$ cat config.mk
export PLATFORM = sky130hd
export DESIGN_NAME = mem_access
export DESIGN_NICKNAME = d
export VERILOG_FILES = /design/src/rtl/mem_access.sv
export SDC_FILE = /design/constraint.sdc
export NUM_CORES = 1
export LEC_CHECK = 0
export ABC_AREA = 0
export CORE_AREA = 4 4 224 226
export CTS_BUF_LIST = sky130_fd_sc_hd__clkbuf_2 sky130_fd_sc_hd__clkbuf_4 sky130_fd_sc_hd__clkbuf_8
export CTS_CLUSTER_DIAMETER = 30
export DETAILED_ROUTE_END_ITERATION = 16
export DIE_AREA = 0 0 228 230
export PLACE_DENSITY = 0.72
export RECOVER_POWER = 50
export SYNTH_ARGS = -nofsm -noshare
export SYNTH_HDL_FRONTEND = slang
export SYNTH_SLANG_ARGS = --single-unit
$ cat constraint.sdc
create_clock -name clk -period 3.25 [get_ports clk]
set_input_delay 0.975 -clock clk [delete_from_list [all_inputs] [get_ports clk]]
set_output_delay 0.975 -clock clk [all_outputs]
set_load 0.01 [all_outputs]
$ cat src/rtl/mem_access.sv
// rtl/mem_access.sv - RV32I MEM stage: D-cache request, lane alignment, stall FSM, MEM/WB register
module mem_access #(
  parameter int WIDTH   = 32,
  parameter int TIMEOUT = 0,
  parameter int CTRL_W  = 12
) (
  input  logic                 clk,
  input  logic                 rst,
  input  logic                 valid_in,
  input  logic [WIDTH-1:0]     pc_in,
  input  logic [WIDTH-1:0]     pc_plus4_in,
  input  logic [WIDTH-1:0]     instruction_in,
  input  logic [CTRL_W-1:0]    ctrl_word_in,
  input  logic [WIDTH-1:0]     alu_in,
  input  logic [WIDTH-1:0]     rs2_in,
  input  logic [WIDTH-1:0]     br_en_in,
  input  logic                 stall_in,
  output logic                 data_read,
  output logic                 data_write,
  output logic [WIDTH/8-1:0]   data_mbe,
  output logic [WIDTH-1:0]     data_addr,
  output logic [WIDTH-1:0]     data_wdata,
  input  logic                 data_resp,
  input  logic [WIDTH-1:0]     data_rdata,
  output logic                 mem_stall,
  output logic                 mem_timeout,
  output logic [WIDTH-1:0]     pc_out,
  output logic [WIDTH-1:0]     pc_plus4_out,
  output logic [WIDTH-1:0]     instruction_out,
  output logic [CTRL_W-1:0]    ctrl_word_out,
  output logic [WIDTH-1:0]     alu_out,
  output logic [WIDTH-1:0]     br_en_out,
  output logic [WIDTH-1:0]     r_data_out,
  output logic [WIDTH-1:0]     w_data_out,
  output logic [WIDTH/8-1:0]   mem_byte_enable_out,
  output logic [WIDTH-1:0]     data_addr_out,
  output logic                 valid_out,
  output logic                 leap
);

  // Control word layout: [6:0] opcode, [9:7] funct3, [10] mem_read, [11] mem_write
  localparam int MBE_W     = WIDTH / 8;
  localparam int OFF_W     = $clog2(MBE_W);
  localparam int F3_LO     = 7;
  localparam int MEM_RD_B  = 10;
  localparam int MEM_WR_B  = 11;

  typedef enum logic [1:0] {S_IDLE, S_WAIT, S_DONE} state_t;

  state_t             r_state;
  state_t             w_state_next;
  logic               r_req_rd;
  logic               r_req_wr;
  logic [MBE_W-1:0]   r_req_mbe;
  logic [WIDTH-1:0]   r_req_addr;
  logic [WIDTH-1:0]   r_req_wdata;
  logic [WIDTH-1:0]   r_held_rdata;
  logic [31:0]        r_wd_cnt;

  logic               w_is_rd;
  logic               w_is_wr;
  logic               w_memop;
  logic [1:0]         w_size;
  logic [OFF_W-1:0]   w_off;
  logic [MBE_W-1:0]   w_mbe_calc;
  logic [WIDTH-1:0]   w_wdata_calc;
  logic [WIDTH-1:0]   w_addr_calc;
  logic               w_advance;
  logic [31:0]        w_cnt_next;

  // A load wins if both flags are set so read and write never assert together
  assign w_is_rd      = ctrl_word_in[MEM_RD_B];
  assign w_is_wr      = ctrl_word_in[MEM_WR_B] & ~w_is_rd;
  assign w_memop      = valid_in & (w_is_rd | w_is_wr);
  assign w_size       = ctrl_word_in[F3_LO +: 2];
  assign w_off        = alu_in[OFF_W-1:0];
  assign w_wdata_calc = rs2_in << {w_off, 3'b000};
  assign w_addr_calc  = {alu_in[WIDTH-1:OFF_W], {OFF_W{1'b0}}};
  assign w_advance    = ~mem_stall & ~stall_in;
  assign w_cnt_next   = r_wd_cnt + 32'd1;

  // Byte-lane enables from access size and address offset; halves at off=3 truncate
  always_comb begin
    w_mbe_calc = '1;
    case (w_size)
      2'b00:   w_mbe_calc = MBE_W'(1) << w_off;
      2'b01:   w_mbe_calc = MBE_W'(3) << w_off;
      default: w_mbe_calc = '1;
    endcase
  end

  // Stall FSM state register
  always_ff @(posedge clk) begin
    if (rst) r_state <= S_IDLE;
    else     r_state <= w_state_next;
  end

  // Next state, D-cache request and stall; WAIT/DONE replay the latched request
  always_comb begin
    w_state_next = r_state;
    data_read    = 1'b0;
    data_write   = 1'b0;
    data_mbe     = w_mbe_calc;
    data_addr    = w_addr_calc;
    data_wdata   = w_wdata_calc;
    mem_stall    = 1'b0;
    case (r_state)
      S_IDLE: begin
        if (w_memop) begin
          data_read  = w_is_rd;
          data_write = w_is_wr;
          if (data_resp) begin
            if (stall_in) w_state_next = S_DONE;
          end else begin
            mem_stall    = 1'b1;
            w_state_next = S_WAIT;
          end
        end
      end
      S_WAIT: begin
        data_read  = r_req_rd;
        data_write = r_req_wr;
        data_mbe   = r_req_mbe;
        data_addr  = r_req_addr;
        data_wdata = r_req_wdata;
        mem_stall  = w_memop & ~data_resp;
        if (data_resp) w_state_next = stall_in ? S_DONE : S_IDLE;
      end
      S_DONE: begin
        data_mbe   = r_req_mbe;
        data_addr  = r_req_addr;
        data_wdata = r_req_wdata;
        if (!stall_in) w_state_next = S_IDLE;
      end
      default: w_state_next = S_IDLE;
    endcase
  end

  // Latch the request when it is issued so WAIT/DONE keep it stable
  always_ff @(posedge clk) begin
    if (rst) begin
      r_req_rd    <= 1'b0;
      r_req_wr    <= 1'b0;
      r_req_mbe   <= '0;
      r_req_addr  <= '0;
      r_req_wdata <= '0;
    end else if (r_state == S_IDLE && w_memop) begin
      r_req_rd    <= w_is_rd;
      r_req_wr    <= w_is_wr;
      r_req_mbe   <= w_mbe_calc;
      r_req_addr  <= w_addr_calc;
      r_req_wdata <= w_wdata_calc;
    end
  end

  // Capture read data on the completion that parks the FSM in DONE
  always_ff @(posedge clk) begin
    if (rst)                                              r_held_rdata <= '0;
    else if (r_state != S_DONE && w_state_next == S_DONE) r_held_rdata <= data_rdata;
  end

  // Watchdog: count WAIT cycles per access and set a sticky flag at TIMEOUT
  always_ff @(posedge clk) begin
    if (rst) begin
      r_wd_cnt    <= '0;
      mem_timeout <= 1'b0;
    end else if (r_state == S_WAIT) begin
      if (r_wd_cnt != '1) r_wd_cnt <= w_cnt_next;
      if ((TIMEOUT != 0) && (w_cnt_next == 32'(TIMEOUT))) mem_timeout <= 1'b1;
    end else begin
      r_wd_cnt <= '0;
    end
  end

  // MEM/WB register: load the whole bundle on advance, otherwise hold
  always_ff @(posedge clk) begin
    if (rst) begin
      pc_out              <= '0;
      pc_plus4_out        <= '0;
      instruction_out     <= '0;
      ctrl_word_out       <= '0;
      alu_out             <= '0;
      br_en_out           <= '0;
      r_data_out          <= '0;
      w_data_out          <= '0;
      mem_byte_enable_out <= '0;
      data_addr_out       <= '0;
      valid_out           <= 1'b0;
      leap                <= 1'b0;
    end else begin
      leap <= w_advance;
      if (w_advance) begin
        pc_out              <= pc_in;
        pc_plus4_out        <= pc_plus4_in;
        instruction_out     <= instruction_in;
        ctrl_word_out       <= ctrl_word_in;
        alu_out             <= alu_in;
        br_en_out           <= br_en_in;
        valid_out           <= valid_in;
        r_data_out          <= (w_memop & w_is_rd) ?
                               ((r_state == S_DONE) ? r_held_rdata : data_rdata) : '0;
        w_data_out          <= (w_memop & w_is_wr) ? data_wdata : '0;
        mem_byte_enable_out <= w_memop ? data_mbe : '0;
        data_addr_out       <= w_memop ? data_addr : '0;
      end
    end
  end

endmodule

* After elaboration in Yosys (flattened, before gate mapping)
Index checks and enable logic that the tools add are counted.
Storage, ports and cells: register bits 376, bits of input ports 241, output and inout bits 346, word-level logic and storage cells 66
Cells by class: equal/unequal tests 5, shifts and indexed selects 3, multiplexer cells 23, bitwise operators 11, reduce and logical (&&, ||, !) cells 5
Operators with widths (number):
- $mux 32 | 6
- $shl 32x5->32 | 1
- $mux 2 | 6
- $mux 4 | 2
- $pmux 4 s2 | 1
- $and 1x1->1 | 6
- $pmux 1 s2 | 3
- $pmux 2 s3 | 1
- $eq 2x1->1 const B | 2
- $eq 2x2->1 const B | 2
- $logic_not 2->1 | 2
- $mux 1 | 4
- $not 1->1 | 4
- $shl 1x2->4 const A | 1
- $shl 2x2->4 const A | 1
- $logic_and 1x1->1 | 2
- $ne 2x2->1 const B | 1
- $reduce_or 2->1 | 1
- $or 1x1->1 | 1

* Depth between registers and ports, before layout
Gate-level depths: netlist of run 1.
word-level depth 8, depth in mapped cells 9

* Least setup slack after synthesis of run 1
No wires, ideal clock.
path type input to output, start point in alu_in[1], end point out data_mbe[0], arrival 2.107 ns, required time 2.275 ns, slack 0.168 ns, stages 6, cell sequence buf_2 -> buf_4 -> nor2_2 -> buf_2 -> nor3_1 -> a21oi_1
On the way: word-level cells in the longest chain between the ends 3, elaborated cells on any way between the ends 4, classes of those cells shift (2); mux (2)
Ends and longest elaborated chain:
- start, declared | line 14 | input logic [WIDTH-1:0] alu_in,
- $shl 2x2->4 / $shl 1x2->4 (equally long branches) | line 87, 86
- $pmux 4 s2 (*) | line 85 | case (w_size)
- $mux 4 (*) | line 107 | case (r_state)
- end, declared | line 20 | output logic [WIDTH/8-1:0] data_mbe,
Every way passes the cells marked *; elsewhere a longest branch is shown, timed or not.

* Final worst setup path of run 1
start point in alu_in[0], end point out data_wdata[14]
On the way: word-level cells in the longest chain between the ends 2
Ends and longest elaborated chain:
- $shl 32x5->32 | line 77 | assign w_wdata_calc = rs2_in << {w_off, 3'b000};
- $mux 32 | line 107
- end, declared | line 22 | output logic [WIDTH-1:0] data_wdata,
No other way between the ends.

==> results.cfg, run 1 <==
[outcome]
status = complete, but fails checks
violations = setup timing

[power]
power.density_nw_per_um2 = 555.9
power.internal_mw = 10.35
power_frac_comb_pct = 20.0
pwr-share-clk_pct = 44.6
pwr-share-seq_pct = 35.4
p_leak_nw = 9.970
p_total_mw = 14.10
irDropWorstVdd_uv = 568.6
p_switching_mw = 3.756
p_sw_share_pct = 26.64

[setup_path]
worstPathRequired_ns = 2.27
critPathKind = input port to output port
crit_path_end_kind = output port
startpoint_type = input port
arrival_ns = 2.29
path_max_fanout = 5
rrSetupSlack_ns = 0.73

[yosys]
async_reset_ff_share_pct = 0
synth_fa_ha_area_share_pct = 0.3334
synth_top_cell_area_share_pct = 49.88
synthXorXnorAreaFrac_pct = 0
synthSimpleGateAreaFrac_pct = 20.91
ys_warn_count = 0
synth_cell_types = 40
synth_edf_count = 0
synth_mux_area_share_pct = 10.07
yosys.area.top_type = dfxtp_1
synth_top_family_by_area = simple AND/OR/NAND/NOR gates
synth_seq_cells = 374
synth_flop_cell = dfxtp_1
synthCells = 1818
synth_compound_area_share_pct = 13.98
synth-seq-area-share_pct = 49.88
syn_avg_cell_area_um2 = 8.257
synth_area_leaders = dfxtp_1 (50%), nand2_1 (12%), a21oi_1 (9.8%)
synthesis.area_um2 = 15010

[sta]
finalClockSkew_ns = 0.03532
layout_worst_path_cycle_share_pct = 100.4
slew-limit-headroom_pct = 26.41
worstMarginPinSlew_ns = 1.104
hold_viol_final = 0
setup_ws_ns = -0.01283
fin_crit_ns = 3.263
grt_setup_unrepaired = yes
max_freq_mhz = 306.5
setup_violations = 2
slew_viol_final = 0

[hold_path]
min_path_type = register to register

[floorplanning]
die_area_um2 = 52440
num_io_pins = 587
coreArea_um2 = 48340
fp.dieH_um = 230
std_cell_rows = 81
die_w_um = 228
start_util_pct = 31.05

[detailed_routing]
wirelength_um = 60890
drc = 0
wl_per_cell_um = 18.99
drtIter0Drc = 1122
ant_nets = 0
vias = 15790
drtPass1Iterations = 5
viasPerCell = 4.926

[clocking]
cts_htree_levels = 3
clkSinkCount = 374
cts_inserted_buffers = 82
cts_hold_buffers = 0
clk_pin_slew_ns = 0.05
cts_root_buffer = clkbuf_8
clockBufferDepth = 3
cts_tree = built
clk-insertion-delay-late_ns = 0.65

[placed_design]
gp_congestion = 0.9469
dp.final_hpwl_um = 42260
place_inst = 2997
port_buffers = 581

[global_route]
grt_max_degree = 96
grt_usage_pct = 21.85
grt_pass1_wl_um = 91330
grt_overflow = 0
grt_pass1_vias = 15830
antenna_found_initial = 4

[job]
drv_cap = 0

[final_layout]
drive_gt1_share_pct = 19.22
stdcell_count = 3206
mostFrequentLayoutCells = nand2_1 (487), clkdlybuf4s50_1 (455), dfxtp_1 (372)
fin_nets = 2757
final_common_cell = nand2_1
syn2layout_area_growth_pct = 69.02
==> cell usage after synthesis, drive strengths merged (3+ instances only) <==
master and count:
o2bb2ai 8, a21oi 295, mux2 48, nor2 102
nand2b 64, inv 8, dfxtp 374, o21ai 12
a22oi 35, ha 4, clkbuf 87, mux2i 97
a211oi 4, nand3 40, nor3 53, buf 69
nand2 491, a2111oi 3, o31ai 11
==> layer usage <==
layer / GRT usage, % / share of wire (%) / wire [µm] / up-vias
li1: - / - / - / 7501
met1: 25.41 / 39 / 24050 / 7437
met3: 6.665 / 8.2 / 5010 / 150
met5: 0 / 0 / 0 / -
met2: 36.78 / 48 / 29330 / 704
met4: 10.56 / 4.1 / 2501 / 0
==> stage by stage <==
step	TNS [ns]	hold WS [ns]	area [µm²]	utilization, %	setup slack (ns)
CTS	-1.688	0.4524	25170	52.07	-0.1281
floorplan	0	0.4329	15030	-	0.1683
detailed placement	-23.95	0.4445	22250	46.03	-0.7899
global placement	-23.69	0.4382	22250	46.03	-0.7651
finish	-0.02407	0.4505	25370	52.48	-0.01283
global route	-1.000	0.4683	25370	52.48	-0.06446
==> final timing paths <==
path                    from        endpoint  cells after the start
setup / recovery   alu_in[0]  data_wdata[14]                      7
hold / removal     pc_out[3]       pc_out[3]                      2
setup reg to reg  r_state[0]  w_data_out[15]                      8
hold reg to reg    pc_out[3]       pc_out[3]                      2
==> area by class of cell <==
type                            count  area [µm²]
Multi-Input combinational cell   1284        7337
Clock inverter                     40       609.3
Fill cell                        4313       22970
Sequential cell                   374        7490
Inverter                            8       30.03
Clock buffer                      112        1435
Timing Repair Buffer              762        7681
Tap cell                          622       778.2
Antenna cell                        4       10.01
==> sequential cells by signal, summed over array words and instances, names as in the netlist, 2 cells and up <==
signal,flops
br_en_out,32
r_req_wdata,32
pc_out,32
r_req_addr,30
r_state,2
r_data_out,32
r_held_rdata,32
r_req_mbe,4
ctrl_word_out,12
instruction_out,32
data_addr_out,30
mem_byte_enable_out,4
pc_plus4_out,32
alu_out,32
w_data_out,32
==> critical path: stages <==
cell,delay [ns]
clkdlybuf4s15_2,0.24
buf_8,0.14
buf_4,0.15
buf_4,0.14
mux2i_1,0.38
o31ai_4,0.09
buf_2,0.16
==> power by group through the flow <==
| stage | sequential (mW) | clock (mW) | combinational [mW] |
|---|---|---|---|
| after floorplan | 5.13 | 0 | 1.00 |
| after global placement | 5.07 | 0 | 2.43 |
| after detailed placement | 5.08 | 0 | 2.46 |
| after CTS | 4.99 | 6.44 | 2.77 |
| after global routing | 5.01 | 6.68 | 3.00 |
| final | 4.99 | 6.29 | 2.82 |
==> what timing repair did <==
action	4_1_cts	5_1_grt
buffers inserted	34	13
endpoints found under the setup margin	69	59
cloned	9	2
pin swaps	8	4
resized for setup	419	76
hold endpoints to repair	0	0
==> cell families (layout without fill, tap and decap cells) <==
family | count (synthesis) | count (layout)
compound gates | 376 | 376
fa+ha+maj | 4 | 4
buf+inv | 164 | 922
flops | 374 | 374
mux | 145 | 145
other cells | 1 | 9
simple gates | 754 | 754
Power figures use the tool's default switching activity.
==> run 2: changes to the inputs <==
--- a/config.mk
+++ b/config.mk
@@ -9,6 +9,7 @@
 export CORE_AREA = 4 4 224 226
 export CTS_BUF_LIST = sky130_fd_sc_hd__clkbuf_2 sky130_fd_sc_hd__clkbuf_4 sky130_fd_sc_hd__clkbuf_8
 export CTS_CLUSTER_DIAMETER = 30
+export CTS_CLUSTER_SIZE = 12
 export DETAILED_ROUTE_END_ITERATION = 16
 export DIE_AREA = 0 0 228 230
 export PLACE_DENSITY = 0.72
==> results.cfg, run 2 (same netlist as run 1, synthesis figures left out) <==
[final_layout]
syn2layout_area_growth_pct = 68.18
fin_nets = 2755
final_common_cell = nand2_1
drive_gt1_share_pct = 19.23
fill_cells = 4333
mostFrequentLayoutCells = nand2_1 (487), clkdlybuf4s50_1 (452), dfxtp_1 (372)

[setup_path]
rrSetupSlack_ns = 0.73
crit_path_end_kind = output port
startpoint_type = input port
critPathKind = input port to output port
arrival_ns = 2.31
path_max_fanout = 5
worstPathRequired_ns = 2.27

[sta]
layout_worst_path_cycle_share_pct = 101.2
fin_crit_ns = 3.288
setup_violations = 3
finalClockSkew_ns = 0.03045
hold_viol_final = 0
holdWs_ns = 0.4496
max_freq_mhz = 304.2
setup_ws_ns = -0.03756
slew_viol_final = 0
worstMarginPinSlew_ns = 1.133
setup_tns_ns = -0.07624
slew-limit-headroom_pct = 24.47
grt_setup_unrepaired = yes

[clocking]
clk-insertion-delay-late_ns = 0.65
cts_htree_levels = 3
cts_inserted_buffers = 82
clockBufferDepth = 3
clkSinkCount = 374
cts_tree = built
cts_root_buffer = clkbuf_8
clk_pin_slew_ns = 0.05
cts_hold_buffers = 0

[detailed_routing]
drc = 0
ant_nets = 0
wirelength_um = 60680
drtIter0Drc = 1040
viasPerCell = 4.936
drtPass1Iterations = 7
vias = 15820
wl_per_cell_um = 18.93

[outcome]
status = complete, but fails checks
violations = setup timing

[floorplanning]
num_io_pins = 587
die_area_um2 = 52440
coreArea_um2 = 48340
start_util_pct = 31.05
fp.dieH_um = 230
die_w_um = 228
std_cell_rows = 81

[hold_path]
min_path_type = register to register

[power]
p_sw_share_pct = 27.44
pwr-share-clk_pct = 43.7
power.internal_mw = 10.06
power.density_nw_per_um2 = 549.0
p_switching_mw = 3.803
pwr-share-seq_pct = 36.0
p_leak_nw = 9.900
irDropWorstVdd_uv = 569.0
power_frac_comb_pct = 20.3

[placed_design]
dp.final_hpwl_um = 42260
port_buffers = 581
gp_congestion = 0.9469

[job]
drv_cap = 0

[global_route]
grt_overflow = 0
grt_max_degree = 96
grt_pass1_wl_um = 91380
grt_pass1_vias = 15910
antenna_found_initial = 4
grt_usage_pct = 21.88
==> run 2: worst paths after layout <==
kind	cells past startpoint	to	startpoint
max reg2reg	8	w_data_out[15]	r_state[0]
max	7	data_wdata[14]	alu_in[0]
min	2	pc_out[3]	pc_out[3]
min reg2reg	2	pc_out[3]	pc_out[3]
==> run 2: metrics by stage <==
stage          power [mW]  area [µm²]  utilization [%]  worst slack, ns  std cells
4_1_cts             13.97       25110            51.94          -0.1281       3191
3_3_place_gp        7.500       22250            46.03          -0.7651       2997
3_5_place_dp        7.543       22250            46.03          -0.7899       2997
5_1_grt             14.45       25250            52.22         -0.07175       3205
6_report            13.86       25250            52.22         -0.03756       3205
2_1_floorplan       6.135       15030                -           0.1683       1822
==> run 2: timing repair <==
item | 4_1_cts | 5_1_grt
setup endpoints to repair | 69 | 59
pin swaps | 8 | 4
gates resized for setup | 418 | 70
setup buffers | 34 | 11
cloned | 9 | 2
==> run 2: final cells by class <==
cell class	instances	area, µm²	area share, %
clock buffer	107	1391	5.511
clock inverter	46	588.1	2.329
inverter	8	30.03	0.1189
timing repair buffer	760	7654	30.32
multi-input combinational	1284	7305	28.93
tap	622	778.2	3.083
antenna	4	10.01	0.03965
sequential	374	7490	29.67
==> run 2: per-layer routing <==
metal | vias up | share of wire [%] | GRT usage [%]
met4 | 0 | 4.6 | 11.21
met1 | 7423 | 39 | 25.43
li1 | 7496 | - | -
met5 | - | 0 | 0
met2 | 744 | 48 | 36.57
met3 | 156 | 8.7 | 6.603
==> run 2: worst max-delay path, cell delays in order <==
cell	delay (ns)
clkdlybuf4s15_2	0.24
buf_8	0.13
buf_4	0.16
buf_4	0.15
mux2i_1	0.41
o31ai_4	0.09
buf_2	0.15
==> run 2: power groups by stage <==
stage	registers (mW)	clock network [mW]	logic, mW
floorplan	5.13	0	1.00
global placement	5.07	0	2.43
detailed placement	5.08	0	2.46
CTS	4.99	6.21	2.77
global route	5.01	6.45	2.99
finish	4.99	6.06	2.81
